`src/rtl/common.sv`:
```
// Shared types for the memory stage: opcodes, data-bus structs, FSM states
// and small decode helpers.
package common;

  typedef logic [63:0] u64;

  typedef enum logic [4:0] {
    NOP, ADD, SUB, BEQ,
    LB, LH, LW, LD, LBU, LHU, LWU,
    SB, SH, SW, SD
  } OPC;

  typedef enum logic [1:0] {
    MSIZE1, MSIZE2, MSIZE4, MSIZE8
  } msize_t;

  typedef struct packed {
    logic       valid;
    u64         addr;
    msize_t     size;
    logic [7:0] strobe;
    u64         data;
  } dbus_req_t;

  typedef struct packed {
    logic addr_ok;
    logic data_ok;
    u64   data;
  } dbus_resp_t;

  typedef enum logic [1:0] {
    IDLE, REQ, DONE
  } mau_state_t;

  function automatic logic is_load(input OPC op);
    return op inside {LB, LH, LW, LD, LBU, LHU, LWU};
  endfunction

  function automatic logic is_store(input OPC op);
    return op inside {SB, SH, SW, SD};
  endfunction

  function automatic msize_t op_size(input OPC op);
    unique case (op)
      LB, LBU, SB: return MSIZE1;
      LH, LHU, SH: return MSIZE2;
      LW, LWU, SW: return MSIZE4;
      default:     return MSIZE8;
    endcase
  endfunction

  function automatic logic [7:0] strobe_base(input msize_t sz);
    unique case (sz)
      MSIZE1:  return 8'h01;
      MSIZE2:  return 8'h03;
      MSIZE4:  return 8'h0F;
      default: return 8'hFF;
    endcase
  endfunction

  function automatic logic addr_aligned(input msize_t sz, input logic [2:0] off);
    unique case (sz)
      MSIZE1:  return 1'b1;
      MSIZE2:  return off[0] == 1'b0;
      MSIZE4:  return off[1:0] == 2'b00;
      default: return off == 3'b000;
    endcase
  endfunction

endpackage

```
`src/rtl/mem_access_unit_if.sv`:
```
// Data-bus request/response pair between the memory stage and the data memory.
interface mem_access_unit_if;
  import common::*;

  dbus_req_t  dreq;
  dbus_resp_t dresp;

  modport master (output dreq, input dresp);
  modport slave  (input dreq, output dresp);
endinterface

```
`src/rtl/load_extend.sv`:
```
// Selects the addressed lane of a returned bus word and sign/zero-extends it.
module load_extend
  import common::*;
(
  input  OPC         op_i,
  input  logic [2:0] off_i,
  input  u64         data_i,
  output u64         data_o
);

  u64 lane;

  always_comb begin
    lane   = data_i >> {off_i, 3'b000};
    data_o = '0;
    unique case (op_i)
      LB:      data_o = {{56{lane[7]}},  lane[7:0]};
      LH:      data_o = {{48{lane[15]}}, lane[15:0]};
      LW:      data_o = {{32{lane[31]}}, lane[31:0]};
      LBU:     data_o = {56'd0, lane[7:0]};
      LHU:     data_o = {48'd0, lane[15:0]};
      LWU:     data_o = {32'd0, lane[31:0]};
      LD:      data_o = lane;
      default: data_o = '0;
    endcase
  end

endmodule

```
`src/rtl/mem_access_unit.sv`:
```
// Memory-stage load/store engine: issues one data-bus request per memory op,
// holds it until data_ok, and presents the extended load result.
module mem_access_unit
  import common::*;
(
  input  logic                      clk,
  input  logic                      reset,
  input  logic                      valid_in,
  input  OPC                        op,
  input  u64                        addr,
  input  u64                        store_data,
  input  logic                      advance,
  mem_access_unit_if.master         dbus,
  output u64                        mem_read_data,
  output logic                      done,
  output logic                      stall,
  output logic                      misalign
);

  mau_state_t state_q;
  dbus_req_t  req_q;
  OPC         op_q;
  u64         rdata_q;

  dbus_req_t  req_d;
  msize_t     size_d;
  logic       mem_op;
  logic       aligned;
  logic       accept;
  u64         ext_data;

  always_comb begin
    size_d  = op_size(op);
    mem_op  = is_load(op) || is_store(op);
    aligned = addr_aligned(size_d, addr[2:0]);
    accept  = (state_q == IDLE) && valid_in && mem_op && aligned;

    req_d        = '0;
    req_d.valid  = 1'b1;
    req_d.addr   = addr;
    req_d.size   = size_d;
    req_d.strobe = is_store(op) ? (strobe_base(size_d) << addr[2:0]) : 8'h00;
    req_d.data   = store_data << {addr[2:0], 3'b000};
  end

  // Extension uses the latched offset so it stays tied to the outstanding request.
  load_extend u_load_extend (
    .op_i   (op_q),
    .off_i  (req_q.addr[2:0]),
    .data_i (dbus.dresp.data),
    .data_o (ext_data)
  );

  always_comb begin
    done     = 1'b0;
    stall    = 1'b0;
    misalign = 1'b0;
    unique case (state_q)
      IDLE: begin
        done     = valid_in && !(mem_op && aligned);
        misalign = valid_in && mem_op && !aligned;
        stall    = accept;
      end
      REQ:  stall = 1'b1;
      DONE: begin
        done  = 1'b1;
        stall = !advance;
      end
      default: ;
    endcase
  end

  always_ff @(posedge clk) begin
    if (reset) begin
      state_q <= IDLE;
      req_q   <= '0;
      op_q    <= NOP;
      rdata_q <= '0;
    end else begin
      unique case (state_q)
        IDLE: if (accept) begin
          req_q   <= req_d;
          op_q    <= op;
          state_q <= REQ;
        end
        REQ: if (dbus.dresp.data_ok) begin
          rdata_q     <= ext_data;
          req_q.valid <= 1'b0;
          state_q     <= DONE;
        end
        DONE: if (advance) state_q <= IDLE;
        default: state_q <= IDLE;
      endcase
    end
  end

  assign dbus.dreq     = req_q;
  assign mem_read_data = rdata_q;

endmodule

```
`src/flat_wrapper.sv`:
```
// flat-port wrapper written by rule: the top's interface ports become plain ports
module mem_access_unit_flat import common::*;
  (clk, reset, valid_in, op, addr, store_data, advance, mem_read_data, done, stall, misalign, dbus_dreq, dbus_dresp);
  mem_access_unit_if dbus_i ();
  input  logic clk;
  input  logic reset;
  input  logic valid_in;
  input  OPC op;
  input  u64 addr;
  input  u64 store_data;
  input  logic advance;
  output u64 mem_read_data;
  output logic done;
  output logic stall;
  output logic misalign;
  output wire logic [$bits(dbus_i.dreq)-1:0] dbus_dreq;
  input wire logic [$bits(dbus_i.dresp)-1:0] dbus_dresp;
  assign dbus_dreq = dbus_i.dreq;
  assign dbus_i.dresp = dbus_dresp;
  mem_access_unit u_core (.clk(clk), .reset(reset), .valid_in(valid_in), .op(op), .addr(addr), .store_data(store_data), .advance(advance), .dbus(dbus_i), .mem_read_data(mem_read_data), .done(done), .stall(stall), .misalign(misalign));
endmodule
```
`config.mk`:
```
export PLATFORM = sky130hd
export DESIGN_NAME = mem_access_unit_flat
export DESIGN_NICKNAME = d
export VERILOG_FILES = /design/src/rtl/common.sv /design/src/rtl/mem_access_unit_if.sv /design/src/rtl/load_extend.sv /design/src/rtl/mem_access_unit.sv /design/src/flat_wrapper.sv
export SDC_FILE = /design/constraint.sdc
export NUM_CORES = 1
export LEC_CHECK = 0
export ABC_AREA = 1
export BUFFER_PORTS_ARGS = -buffer_cell sky130_fd_sc_hd__buf_2
export CAP_MARGIN = 20
export CORE_ASPECT_RATIO = 0.7
export CORE_MARGIN = 3
export CORE_UTILIZATION = 55
export CTS_BUF_LIST = sky130_fd_sc_hd__clkbuf_4 sky130_fd_sc_hd__clkbuf_8 sky130_fd_sc_hd__clkbuf_16
export DETAILED_ROUTE_END_ITERATION = 6
export PLACE_DENSITY = 0.87
export SYNTH_ARGS = -nofsm -noshare
export SYNTH_HDL_FRONTEND = slang
export SYNTH_SLANG_ARGS = --single-unit
```
`constraint.sdc`:
```
create_clock -name clk -period 3.55 [get_ports clk]
set_input_delay 0.5325 -clock clk [delete_from_list [all_inputs] [get_ports clk]]
set_output_delay 0.5325 -clock clk [all_outputs]
set_load 0.02 [all_outputs]
```
Word level (Yosys, flattened, before mapping) --
Memories as Yosys holds them, arrays and structs flattened. Index checks and enable logic that the tools add are counted. Widths: inputs -> output; s select.
Word-level totals: memories 1, register bits 210, word-level logic and storage cells 75, ROM bits 32
Cells by class: shifts and indexed selects 3, eq/ne operators 25, reductions and logical operators 22, multiplexer cells 15, bitwise operators 1
Memories:
- (name not given) | depth 16, width 2, rd ports 1, clocked after Yosys merged registers in 0, write ports 0, line common.sv:44 | unique case (op)
Operators by type and width (count):
- $pmux 64 s7 | 1
- $mux 139 | 1
- $shl 64x6->64 | 1
- $shr 64x6->64 | 1
- $eq 5x4->1 const B | 10
- $eq 5x3->1 const B | 8
- $pmux 8 s3 | 1
- $mux 2 | 4
- $mux 8 | 1
- $shl 8x3->8 | 1
- $logic_and 1x1->1 | 7
- $reduce_bool 7->1 | 1
- $logic_not 2->1 | 3
- $pmux 1 s3 | 2
- $pmux 2 s3 | 1
- $reduce_and 3->1 | 2
- $eq 2x1->1 const B | 2
- $eq 2x2->1 const B | 2
- $ne 2x2->1 const B | 2
- $pmux 1 s2 | 2
- $reduce_and 2->1 | 2
- $reduce_bool 4->1 | 1
- $logic_not 1->1 | 3
- $logic_not 3->1 | 1
- other kinds (5) | 6

Longest topological paths before layout --
An unclocked memory read counts as a cell.
word-level depth 8, depth in mapped cells 15, mapped depth without buffers 14

By module --
Synthesis repeated with hierarchy kept, for this count alone.
Unflattened totals: cells, all modules 1935, area, all modules 11760.0 um2
Modules (own cells, without submodules):
- mem_access_unit | area an instance 9296.4 um2, sequential area each 4204.0 um2, cells an instance 1387, times used 1
- load_extend | area an instance 2463.6 um2, sequential area each 0.0 um2, cells an instance 548, times used 1

Worst setup path before layout --
No wires, ideal clock.
path kind input port to output port, start point input op[3], end point output misalign, stages 8, path buffers 1, slack 1.220 ns, data required time 3.017 ns, arrival 1.798 ns, cell sequence nand2_1 -> clkinv_2 -> nand2_1 -> nand3_2 -> nand3_2 -> nand3_4 -> clkbuf_1 -> nor3_1
On the way: longest elaborated chain between the ends 7
RTL lines:
- from (decl) | line flat_wrapper.sv:8 | input OPC op;
- $mem_v2 16x2
- $mux 2 | line common.sv:44
- $eq 2x2->1, or another cell as far along | line common.sv:62 | unique case (sz)
- $pmux 1 s3 | line common.sv:62
- $logic_not 1->1 | line mem_access_unit.sv:61 | misalign = valid_in && mem_op && !aligned;
- $logic_and 1x1->1 (*) | line mem_access_unit.sv:61
- $mux 1 (*) | line mem_access_unit.sv:58 | unique case (state_q)
- to (decl) | line flat_wrapper.sv:15 | output logic misalign;
Mark *: on every way between the ends. The rest lies on a longest branch, timed or not.

Worst setup path in the final report --
start point register u_core.req_q, in the netlist u_core.dbus.dreq[74], end point register u_core.rdata_q[19], in the netlist u_core.mem_read_data[19]
On the way: longest elaborated chain between the ends 2
RTL lines:
- from (decl) | line mem_access_unit.sv:21 | dbus_req_t req_q;
- from (signal assigned) | line mem_access_unit.sv:82 | req_q <= req_d;
- $shr 64x6->64 | line load_extend.sv:14 | lane = data_i >> {off_i, 3'b000};
- $pmux 64 s7 | line load_extend.sv:16 | unique case (op_i)
- to (signal assigned) | line mem_access_unit.sv:87 | rdata_q <= ext_data;
- to (decl) | line mem_access_unit.sv:23 | u64 rdata_q;
Every way passes these cells. A chain may end at the register's enable or synchronous reset.

==> metrics.md <==
| Metric | Value |
|---|---|
| Source-to-sink clock delay at the later pin of the worst-skew pair | between 0.5 and 0.6 ns |
| Final worst-path cycle share | between 70% and 80% |
| Unique masters post-synth | between 40 and 50 |
| Starting density of the core | a little under three fifths |
| Net count of the finished layout | ~2400 |
| Power density over cell area | ~400 nW/um2 |
| Top FF cell, synth | dfxtp_1 |
| Clock tree from TritonCTS | done |
| Maximum number of pins on one net before global-route repair | 82 |
| Synthesized Nets | roughly 2100 |
| Cell Rows | 43 |
| Arrival time of data at the critical path endpoint | 3.10 ns |
| Total number of vias | 14000 |
| Horiz. Die Dim | between 150 and 200 um |
| Half-perimeter wire length after detailed placement | 30700 um |
| Transition time at the pin with the least slew margin | between 0.9 and 1 ns |
| Part of the Yosys area used for sequential elements | between 30% and 40% |
| Boundary pin count | just over 400 |
| Gr usage total | roughly a third |
| TritonCTS Buffers | 22 |
| Number of clock sinks seen by CTS | 210 |
| Total of endpoints with negative setup slack in the final report | 0 |
| Avg Inst Size Synth | slightly above 6 um2 |
| Setup tns final | 0 ns |
| Cell repeated most along the worst path | nand2_1 |
| DRC violation total after the first TritonRoute iteration | ~2000 |
| Flip-flop and latch count after synthesis | between 200 and 250 |
| Maximum number of buffers from clock root to sink | 3 |
| Clock transition time at the flip-flop clock pins of the worst setup and hold paths | ~0.070 ns |
| Number of instances resized during post-cts repair | 0 |
| Port bufs | approximately 400 |
| Slowest stage delay, CP | 0.65 ns |
| Share of the synthesized area in the top cell type | a little over a third |
| Number of nets still failing antenna checks after routing | 0 |
| Number of max-capacitance violations reported | 0 |
| Crit path required time | approximately 3.9 ns |
| Final-report max-slew violation count | 0 |
| FF/Latch Area | 4210 um2 |
| Max Freq | 361 MHz |
| Remaining routing DRC violations | 0 |
| Yosys warning total | 0 |
| Initial antenna violation count | 2 |
| Multi-input gate area | between 6000 and 7000 um2 |
| Cell taking the most area after synthesis | dfxtp_1 |
| DR pass1 iterations | 7 |
| Post-CTS Setup Repair Bufs | 0 |
| Most area-consuming cells after synthesis | dfxtp_1 36%, nand2_1 18%, o21ai_0 9.4%, nor2_1 9.4%, nand3_1 5.3% |
| Gp weighted congestion | between 1 and 1.5 |
| Count of filler cells inserted in the layout | between 1500 and 2000 |
| Std-Cell Core Area | between 20000 and 25000 um2 |
| Largest fanout of any net on the critical path | 35 |
| Relative max-transition margin | about a third |
| Via/cell ratio | approximately 5.7 |
| Placed inst area | 13600 um2 |
| Setup CP Type | reg2reg |
| Remaining global-route overflow | 0 |
| Drt total wl | between 40000 and 50000 um |
| Nature of the critical path startpoint | flip-flop |
| Class of the worst hold path | in2reg |
| Category of the worst setup path capture point | flip-flop |
| Hold-fix buffers, CTS | 0 |
| Post-synthesis instance area | between 10000 and 15000 um2 |
| Cells along the critical path | inv_2 > nand2_1 > nand3_1 > nand3_1 > nand2_1 > nand2_1 > buf_4 > nand2_2 > inv_2 > nand2_1 > nand2_1 > a21oi_1 |
| Global-route wire length before repair | between 60000 and 70000 um |
| Average detailed-routed wire length per instance | between 15 and 20 um |
| RSZ-0062 raised after global routing | false |
| Signed area change from the synthesized netlist to the final layout | 22.4% |
| Worst vdd rail ir drop | between 300 and 400 uV |
| Share of post-route cells with drive strength above 1 | 23.6% |
| Highest-delay cell along the critical path | dfxtp_2 |
| Number of enable-type register cells in the synthesized netlist | 0 |
| Post-synthesis async set-or-reset flop share | 0% |
| Result of the run | completed |
| Overall die height | ~130 um |
| Hold Vio Cnt, Final | 0 |
| Post-Synthesis Cells | roughly 1900 |
| Root cell of the clock tree | clkbuf_16 |
| Vias in the first global route | 12400 |
| Layout Skew | between 0.015 and 0.02 ns |
| Area enclosed by the die boundary | roughly 23000 um2 |
| Most instantiated cells after synthesis | 558 x nand2_1, 291 x nor2_1, 219 x o21ai_0 |
| Post-route minimum period | 2.77 ns |
| Clock H-tree levels | 1 |
| Cell area after layout | ~14000 um2 |
| Leakage power total | 6.90 nW |
| Worst hold-check slack | around 0.27 ns |
| Most frequently used cell type in the post-synthesis netlist | nand2_1 |
## final cells by class
cell class	instances	area share (%)
Inverter	78	2.09
Timing Repair Buffer	437	16.0
Antenna cell	1	0.0175
Clock inverter	6	0.667
Clock buffer	29	4.32
Tap cell	270	2.37
Multi-Input combinational cell	1438	45.0
Sequential cell	210	29.5
## metrics by stage
stage / total power [W] / instances / setup slack (ns) / utilization [%]
2_1_floorplan: 0.00309 / 1876 / 1.22 / -
3_3_place_gp: 0.00341 / 2433 / 0.896 / 66.8
3_5_place_dp: 0.00342 / 2433 / 0.901 / 66.8
4_1_cts: 0.00571 / 2468 / 0.897 / 70.3
5_1_grt: 0.00594 / 2469 / 0.533 / 70.3
6_report: 0.00572 / 2469 / 0.779 / 70.3
## cells by family (layout without fill, tap and decap cells)
logic type	count (synthesis)	count (layout)	share of synthesized area, %
DFF	210	210	36.1
buffers and inverters	228	550	8.90
other	0	1	0
muxes	3	3	0.258
AOI/OAI and AO/OA	382	382	17.4
and+or+nand+nor	1053	1053	37.3
## critical path: cells and delay by family, from the launching register on
family / cells / cell delay [ns]
buffers and inverters: 3 / 0.95
AND/OR/NAND/NOR: 8 / 0.89
flip-flops: 1 / 0.65
AO/OA/AOI/OAI: 1 / 0.09
## registers in the layout (all words and copies together) (netlist names)
name                  flops
u_core.op_q               5
u_core.mem_read_data     64
u_core.state_q            2
u_core.dbus.dreq        139
## path summary, 6_finish.rpt
path                            slack, ns  cells after the start                                     to                               from
worst max register to register       0.78                     12  u_core.mem_read_data[19]$_SDFFE_PP0P_  u_core.dbus.dreq[74]$_SDFFE_PP0P_
worst min-delay path                 0.27                      3     u_core.dbus.dreq[115]$_SDFFE_PP0P_                           addr[41]
worst max-delay path                 0.78                     12  u_core.mem_read_data[19]$_SDFFE_PP0P_  u_core.dbus.dreq[74]$_SDFFE_PP0P_
worst min register to register       0.46                      2      u_core.dbus.dreq[47]$_SDFFE_PP0P_  u_core.dbus.dreq[47]$_SDFFE_PP0P_
## power by group
group	internal, W	switching, W
Sequential	0.00242	0.0000343
Clock	0.00136	0.000962
Combinational	0.000317	0.000631
## per-layer routing
metal / GRT usage (%) / vias up / wire [um]
li1: - / 6719 / -
met5: 0 / - / 13
met2: 56.4 / 917 / 18900
met4: 9.86 / 2 / 1540
met3: 9.53 / 127 / 5120
met1: 47.2 / 6269 / 17400
## placed cells by master (no fill, tap or decap), types with 2 or more instances in the layout
cell type,synthesis,layout
a21oi_1,107,107
buf_12,1,2
buf_2,22,407
buf_4,7,28
bufinv_16,0,2
clkbuf_16,0,22
clkbuf_4,0,5
clkbuf_8,0,2
clkinv_2,1,4
dfxtp_1,210,208
dfxtp_2,0,2
inv_1,68,67
inv_2,7,7
mux2i_1,3,3
nand2_1,558,558
nand2_2,7,7
nand3_1,124,124
nand3_2,3,3
nand4_1,34,34
nor2_1,291,290
nor2_2,4,4
nor3_1,13,13
o211ai_1,32,32
o21ai_0,219,219
o21ai_1,7,7
o22ai_1,4,4
o31ai_1,7,7
or2_2,12,12
Power figures use the tool's default switching activity.
